## src/rtl/riscv_ex_pkg.sv

```systemverilog
// Shared definitions for the execute stage: ALU op codes, divide-op decode
// and the serial divider state encoding.
package riscv_ex_pkg;

   localparam logic [3:0] OP_ADD   = 4'd0;
   localparam logic [3:0] OP_SUB   = 4'd1;
   localparam logic [3:0] OP_AND   = 4'd2;
   localparam logic [3:0] OP_OR    = 4'd3;
   localparam logic [3:0] OP_XOR   = 4'd4;
   localparam logic [3:0] OP_SLL   = 4'd5;
   localparam logic [3:0] OP_SRL   = 4'd6;
   localparam logic [3:0] OP_SRA   = 4'd7;
   localparam logic [3:0] OP_SLT   = 4'd8;
   localparam logic [3:0] OP_SLTU  = 4'd9;
   localparam logic [3:0] OP_MUL   = 4'd10;
   localparam logic [3:0] OP_MULHU = 4'd11;
   localparam logic [3:0] OP_DIV   = 4'd12;
   localparam logic [3:0] OP_DIVU  = 4'd13;
   localparam logic [3:0] OP_REM   = 4'd14;
   localparam logic [3:0] OP_REMU  = 4'd15;

   typedef enum logic [1:0] {
      DIV_IDLE = 2'd0,
      DIV_BUSY = 2'd1,
      DIV_DONE = 2'd2
   } div_state_e;

   function automatic logic is_div_op(input logic [3:0] op);
      return (op == OP_DIV) || (op == OP_DIVU) || (op == OP_REM) || (op == OP_REMU);
   endfunction

endpackage

```

## src/rtl/serial_divider.sv

```systemverilog
// Iterative radix-2 restoring divider for DIV/DIVU/REM/REMU with RISC-V
// divide-by-zero and overflow semantics; one quotient bit per cycle.
module serial_divider
   import riscv_ex_pkg::*;
#(
   parameter int XLEN       = 32,
   parameter int DIV_CYCLES = 32
) (
   input  logic            clk,
   input  logic            rst_n,
   input  logic            start,
   input  logic            abort,
   input  logic            signed_op,
   input  logic            rem_op,
   input  logic [XLEN-1:0] a,
   input  logic [XLEN-1:0] b,
   output logic            busy,
   output logic            done,
   output logic [XLEN-1:0] result
);

   localparam int CNT_W = $clog2(DIV_CYCLES);

   div_state_e      state;
   logic [CNT_W-1:0] cnt;
   logic [XLEN-1:0] rem_r;
   logic [XLEN-1:0] quo_r;
   logic [XLEN-1:0] div_b;
   logic            neg_q;
   logic            neg_r;
   logic            rem_sel;

   logic [XLEN-1:0] a_mag;
   logic [XLEN-1:0] b_mag;
   logic [XLEN:0]   rem_sh;
   logic [XLEN-1:0] diff;
   logic            ge;

   assign a_mag  = (signed_op && a[XLEN-1]) ? -a : a;
   assign b_mag  = (signed_op && b[XLEN-1]) ? -b : b;
   // Next dividend bit enters the partial remainder from the quotient's MSB.
   assign rem_sh = {rem_r, quo_r[XLEN-1]};
   assign ge     = rem_sh >= {1'b0, div_b};
   assign diff   = rem_sh[XLEN-1:0] - div_b;

   always_ff @(posedge clk or negedge rst_n) begin
      if (!rst_n) begin
         state   <= DIV_IDLE;
         cnt     <= '0;
         rem_r   <= '0;
         quo_r   <= '0;
         div_b   <= '0;
         neg_q   <= 1'b0;
         neg_r   <= 1'b0;
         rem_sel <= 1'b0;
      end else if (abort) begin
         state <= DIV_IDLE;
         cnt   <= '0;
      end else begin
         case (state)
            DIV_IDLE: begin
               if (start) begin
                  state   <= DIV_BUSY;
                  cnt     <= '0;
                  rem_r   <= '0;
                  quo_r   <= a_mag;
                  div_b   <= b_mag;
                  // x/0 must yield all ones, so the quotient is never negated.
                  neg_q   <= signed_op && (a[XLEN-1] ^ b[XLEN-1]) && (b != '0);
                  neg_r   <= signed_op && a[XLEN-1];
                  rem_sel <= rem_op;
               end
            end
            DIV_BUSY: begin
               rem_r <= ge ? diff : rem_sh[XLEN-1:0];
               quo_r <= {quo_r[XLEN-2:0], ge};
               if (cnt == CNT_W'(DIV_CYCLES - 1)) begin
                  state <= DIV_DONE;
                  cnt   <= '0;
               end else begin
                  cnt <= cnt + 1'b1;
               end
            end
            DIV_DONE: state <= DIV_IDLE;
            default:  state <= DIV_IDLE;
         endcase
      end
   end

   assign busy   = (state == DIV_BUSY);
   assign done   = (state == DIV_DONE);
   assign result = rem_sel ? (neg_r ? -rem_r : rem_r)
                           : (neg_q ? -quo_r : quo_r);

endmodule

```

## src/rtl/ex_stage.sv

```systemverilog
// RV32IM execute stage: single-cycle ALU/MUL, serial divider with front-end
// stall, and the EX/MEM pipeline register feeding the memory stage.
module ex_stage
   import riscv_ex_pkg::*;
#(
   parameter int XLEN       = 32,
   parameter int DIV_CYCLES = 32
) (
   input  logic            clk,
   input  logic            rst_n,
   input  logic            in_valid,
   input  logic [3:0]      alu_op,
   input  logic [XLEN-1:0] SrcA,
   input  logic [XLEN-1:0] SrcB,
   input  logic [XLEN-1:0] rs2_data_in,
   input  logic [4:0]      rd_in,
   input  logic            MemWrite_in,
   input  logic [1:0]      ResultSrc_in,
   input  logic            RegWrite_in,
   input  logic            flush,
   output logic            stall,
   output logic            out_valid,
   output logic [XLEN-1:0] ALUResult,
   output logic [XLEN-1:0] rs2_data,
   output logic [4:0]      rd_out,
   output logic            MemWrite,
   output logic [1:0]      ResultSrc,
   output logic            RegWrite
);

   localparam int SH_W = $clog2(XLEN);

   logic                   div_start;
   logic                   div_busy;
   logic                   div_done;
   logic [XLEN-1:0]        div_result;
   logic [XLEN-1:0]        alu_result;
   logic [2*XLEN-1:0]      prod;
   logic signed [XLEN-1:0] a_s;
   logic signed [XLEN-1:0] b_s;
   logic [SH_W-1:0]        shamt;

   logic                   vld_p1;
   logic [XLEN-1:0]        res_p1;
   logic [XLEN-1:0]        rs2_p1;
   logic [4:0]             rd_p1;
   logic                   mw_p1;
   logic [1:0]             rsrc_p1;
   logic                   rw_p1;

   assign div_start = in_valid && is_div_op(alu_op) && !flush;
   // Reset is folded in so random ID/EX contents cannot raise stall during reset.
   assign stall = rst_n && ((div_start && !div_busy && !div_done) || div_busy);

   serial_divider #(
      .XLEN       (XLEN),
      .DIV_CYCLES (DIV_CYCLES)
   ) u_div (
      .clk       (clk),
      .rst_n     (rst_n),
      .start     (div_start),
      .abort     (flush),
      .signed_op ((alu_op == OP_DIV) || (alu_op == OP_REM)),
      .rem_op    ((alu_op == OP_REM) || (alu_op == OP_REMU)),
      .a         (SrcA),
      .b         (SrcB),
      .busy      (div_busy),
      .done      (div_done),
      .result    (div_result)
   );

   assign a_s   = SrcA;
   assign b_s   = SrcB;
   assign shamt = SrcB[SH_W-1:0];
   assign prod  = {{XLEN{1'b0}}, SrcA} * {{XLEN{1'b0}}, SrcB};

   always_comb begin
      alu_result = '0;
      case (alu_op)
         OP_ADD:   alu_result = SrcA + SrcB;
         OP_SUB:   alu_result = SrcA - SrcB;
         OP_AND:   alu_result = SrcA & SrcB;
         OP_OR:    alu_result = SrcA | SrcB;
         OP_XOR:   alu_result = SrcA ^ SrcB;
         OP_SLL:   alu_result = SrcA << shamt;
         OP_SRL:   alu_result = SrcA >> shamt;
         OP_SRA:   alu_result = XLEN'(a_s >>> shamt);
         OP_SLT:   alu_result = {{(XLEN-1){1'b0}}, a_s < b_s};
         OP_SLTU:  alu_result = {{(XLEN-1){1'b0}}, SrcA < SrcB};
         OP_MUL:   alu_result = prod[XLEN-1:0];
         OP_MULHU: alu_result = prod[2*XLEN-1:XLEN];
         default:  alu_result = '0;
      endcase
   end

   // EX -> MEM register boundary
   always_ff @(posedge clk or negedge rst_n) begin
      if (!rst_n) begin
         vld_p1  <= 1'b0;
         res_p1  <= '0;
         rs2_p1  <= '0;
         rd_p1   <= '0;
         mw_p1   <= 1'b0;
         rsrc_p1 <= '0;
         rw_p1   <= 1'b0;
      end else if (flush || stall) begin
         vld_p1 <= 1'b0;
         mw_p1  <= 1'b0;
         rw_p1  <= 1'b0;
      end else begin
         vld_p1  <= in_valid;
         res_p1  <= div_done ? div_result : alu_result;
         rs2_p1  <= rs2_data_in;
         rd_p1   <= rd_in;
         mw_p1   <= MemWrite_in && in_valid;
         rsrc_p1 <= ResultSrc_in;
         rw_p1   <= RegWrite_in && in_valid;
      end
   end

   assign out_valid = vld_p1;
   assign ALUResult = res_p1;
   assign rs2_data  = rs2_p1;
   assign rd_out    = rd_p1;
   assign MemWrite  = mw_p1;
   assign ResultSrc = rsrc_p1;
   assign RegWrite  = rw_p1;

endmodule

```

## config.mk

```make
export PLATFORM = sky130hd
export DESIGN_NAME = ex_stage
export DESIGN_NICKNAME = d
export VERILOG_FILES = /design/src/rtl/riscv_ex_pkg.sv /design/src/rtl/serial_divider.sv /design/src/rtl/ex_stage.sv
export SDC_FILE = /design/constraint.sdc
export NUM_CORES = 2
export LEC_CHECK = 0
export BUFFER_PORTS_ARGS = -buffer_cell sky130_fd_sc_hd__buf_2
export CORE_AREA = 8 8 321 323
export DETAILED_ROUTE_END_ITERATION = 8
export DIE_AREA = 0 0 329 331
export PLACE_DENSITY = 0.72
export RECOVER_POWER = 100
export SLEW_MARGIN = 0
export SYNTH_ARGS = -nofsm -noshare
export SYNTH_HDL_FRONTEND = slang
export SYNTH_HIERARCHICAL = 1
export SYNTH_SLANG_ARGS = --single-unit
```

## constraint.sdc

```tcl
create_clock -name clk -period 13.2 [get_ports clk]
set_clock_uncertainty 0.2 [all_clocks]
set_input_delay 1.98 -clock clk [delete_from_list [all_inputs] [get_ports clk]]
set_output_delay 1.98 -clock clk [all_outputs]
set_load 0.1 [all_outputs]
```

==> results by group <==
CTS
  • CTS tree: built
  • Hold Buf Count CTS: 0
  • Number of CTS-inserted buffers: 17
  • Clock Pin Slew Worst Setup and Hold Paths: 80 ps
  • CTS max path bufs: 2
  • Sink Count: 180
  • Htree depth: 4
  • Root buf cell: clkbuf_16
  • Post-cts resize count: 0
  • Worst skew pair latency: 520 ps
  • Setup Buffers After CTS: 0

GRT
  • Vias in the first global route: 53020
  • Grt total ovfl: 0
  • Largest net degree at the start of global routing: between 90 and 100
  • First-pass GRT wire length: 386.9 mm
  • Initial antenna violation count: 28
  • All-Layer GR Usage: between 50% and 60%

Min path
  • Min-Delay Path Class: flop to flop

Placed design
  • Pre-CTS setup slack: approximately 1600 ps
  • Placer congestion estimate: 1.188
  • Post-DP HPWL: 212.3 mm
  • Placed cells: 7818
  • Port bufs: 187

Synth
  • Top cell type's share of synthesized area: 33.69%
  • Seq/Total Area, Yosys: 8.440%
  • Top-count cell post-synth: inv_1
  • Synth area leader: fa_1
  • Synth cell types: slightly below 90
  • Syn_nets: 8023
  • FF+latch count, synth: 180
  • Synth top cells by count: 1013 x inv_1, 898 x fa_1, 897 x nor2_1
  • Post-synthesis area per instance: 8.071 sq um
  • Ranking of synthesized cells by area: fa_1 34%, ha_1 9.4%, dfrtp_1 8.4%
  • Main flop type after synthesis: dfrtp_1
  • Mapped Area: 53370 sq um
  • Post-synth EDFFs: 0
  • Post-Syn Instances: 6612
  • Async S/R FF share, synth: 100.0%
  • Yosys Warn Count: 6

Worst setup path
  • Worst Path Arrival: 12300 ps
  • Worst Path Max Fanout: 13
  • Crit path kind: input pin to flop
  • Worst endpoint required time: 13430 ps
  • Type of origin of the critical path: input pin
  • CP endpoint kind: flop
  • R2R setup slack: 7380 ps

STA
  • Fin crit share: 91.41%
  • Final max-slew violation count: 345
  • RSZ-0062 raised after global routing: false
  • Fmax: 82.88 MHz
  • Hold violation total from the final report: 0
  • Setup violations, final: 0
  • Slew HR: -212.3%
  • Final setup margin: 1134 ps
  • Slew @ Worst Pin: roughly 4700 ps
  • Min Tclk post-route: between 10000 and 15000 ps
  • Hold_ws: around 280 ps
  • Final setup TNS: 0 ps

Die
  • Die width: 329 um
  • Rows: 115
  • Initial core utilization: 54.62%
  • Die area: 108900 sq um
  • Ports: 188
  • Core area: ~98000 sq um
  • DIE HEIGHT: 331 um

Detailed routing
  • DRT Pass-1 Iters: 9
  • ANT nets after route: 0
  • Vias per cell: 6.796
  • Routed wire length: 276.1 mm
  • WL per Instance: around 35 um
  • Initial detailed-routing violation count: 7757
  • Detailed-route DRC error count: 0
  • Via count: 53550

Run status
  • Failing checks: capacitance limit, slew limit
  • Outcome: finished with violations

Final layout
  • Nets: 7962
  • Layout cell share with drive strength beyond 1: around 6%
  • Layout Cells excl Fill: 7879
  • Synth-to-layout area growth: 5.191%

Run
  • Max cap viols: 8
==> per-stage QoR <==
step	instance area, sq um	util (%)
floorplan	53370	-
global placement	55560	56.87
detailed placement	55560	56.87
CTS	56210	57.53
global route	56070	57.39
finish	56140	57.46
==> state kept, by name (all words and copies together), names as in the netlist <==
name and flops:
ALUResult 32, rs2_data 32, u_div/div_b 32, u_div/quo_r 32
u_div/rem_r 32, rd_out 5, u_div/cnt 5, ResultSrc 2
u_div/state 2, MemWrite 1, RegWrite 1, out_valid 1
u_div/neg_q 1, u_div/neg_r 1, u_div/rem_sel 1
==> worst max-delay path, stage by stage <==
cell       delay (ps)
clkbuf_1           90
inv_1             880
clkbuf_1          740
nor2_1            160
fa_1              550
inv_1              50
fa_1              480
inv_1              50
fa_1              490
fa_1              530
fa_1              430
fa_1              430
fa_1              430
ha_1              320
ha_1             1020
a21o_1            230
a21o_1            120
a21oi_1           240
o21ai_0           820
a41oi_1           590
or2_2             470
a21oi_1           550
a2111oi_0         170
and3_1            230
a32oi_1           190
==> placed cells by master, fill, tap and decap left out, types with 58 or more instances in the layout <==
cell / n
a21o_1: 79
buf_4: 155
nand3_1: 58
o21ai_0: 317
dfrtp_1: 179
inv_1: 1003
buf_2: 107
clkbuf_1: 86
fa_1: 898
nand2_1: 858
a21oi_1: 318
xor2_1: 88
nor2_1: 897
nor3_1: 63
mux2i_1: 91
xnor2_1: 121
ha_1: 400
==> routing by layer <==
metal  global-route usage (%)  part of all wire (%)  wire length, um  up-vias
met4                    44.37                    12            32400       10
met1                    58.44                    34            92490    26240
met3                    21.78                    15            41430     1499
li1                         -                     -                -    21160
met5                   0.1357                 0.021               59        -
met2                    70.41                    40           109700     4634
==> logic make-up (layout without fill, tap and decap cells) <==
group | count (synthesis) | count (layout) | synth area share, %
AOI/OAI and AO/OA | 1170 | 1170 | 14.07
xor gates and xnor gates | 209 | 209 | 3.430
adders and majority gates | 1298 | 1298 | 43.06
buffers and inverters | 1459 | 1411 | 10.33
DFF | 180 | 180 | 8.440
muxes | 139 | 139 | 3.669
other | 0 | 28 | 0
and+or+nand+nor | 2157 | 2157 | 16.99
==> cell type report <==
class,count,area (sq um)
antenna,28,70.07
clock buffer,17,425.4
clock inverter,15,222.7
fill,9051,41560
inverter,1030,3866
multi-input combinational,4973,43410
sequential,180,4506
tap,1287,1610
timing repair buffer,349,2029
==> final timing paths <==
kind                           startpoint            end  depth (start not counted)
setup / recovery                 SrcA[14]  ALUResult[29]                         25
hold / removal               rs2_data[25]   rs2_data[25]                          2
setup reg to reg           u_div/state[1]  ALUResult[31]                         12
hold reg to reg              rs2_data[25]   rs2_data[25]                          2
max in group asynchronous           rst_n  u_div/rem_sel                          3
min in group asynchronous           rst_n  ALUResult[18]                          1
Power is left out: the tool's default activity adds up to more than one toggle a clock period on the data nets, which glitch-free logic cannot reach.
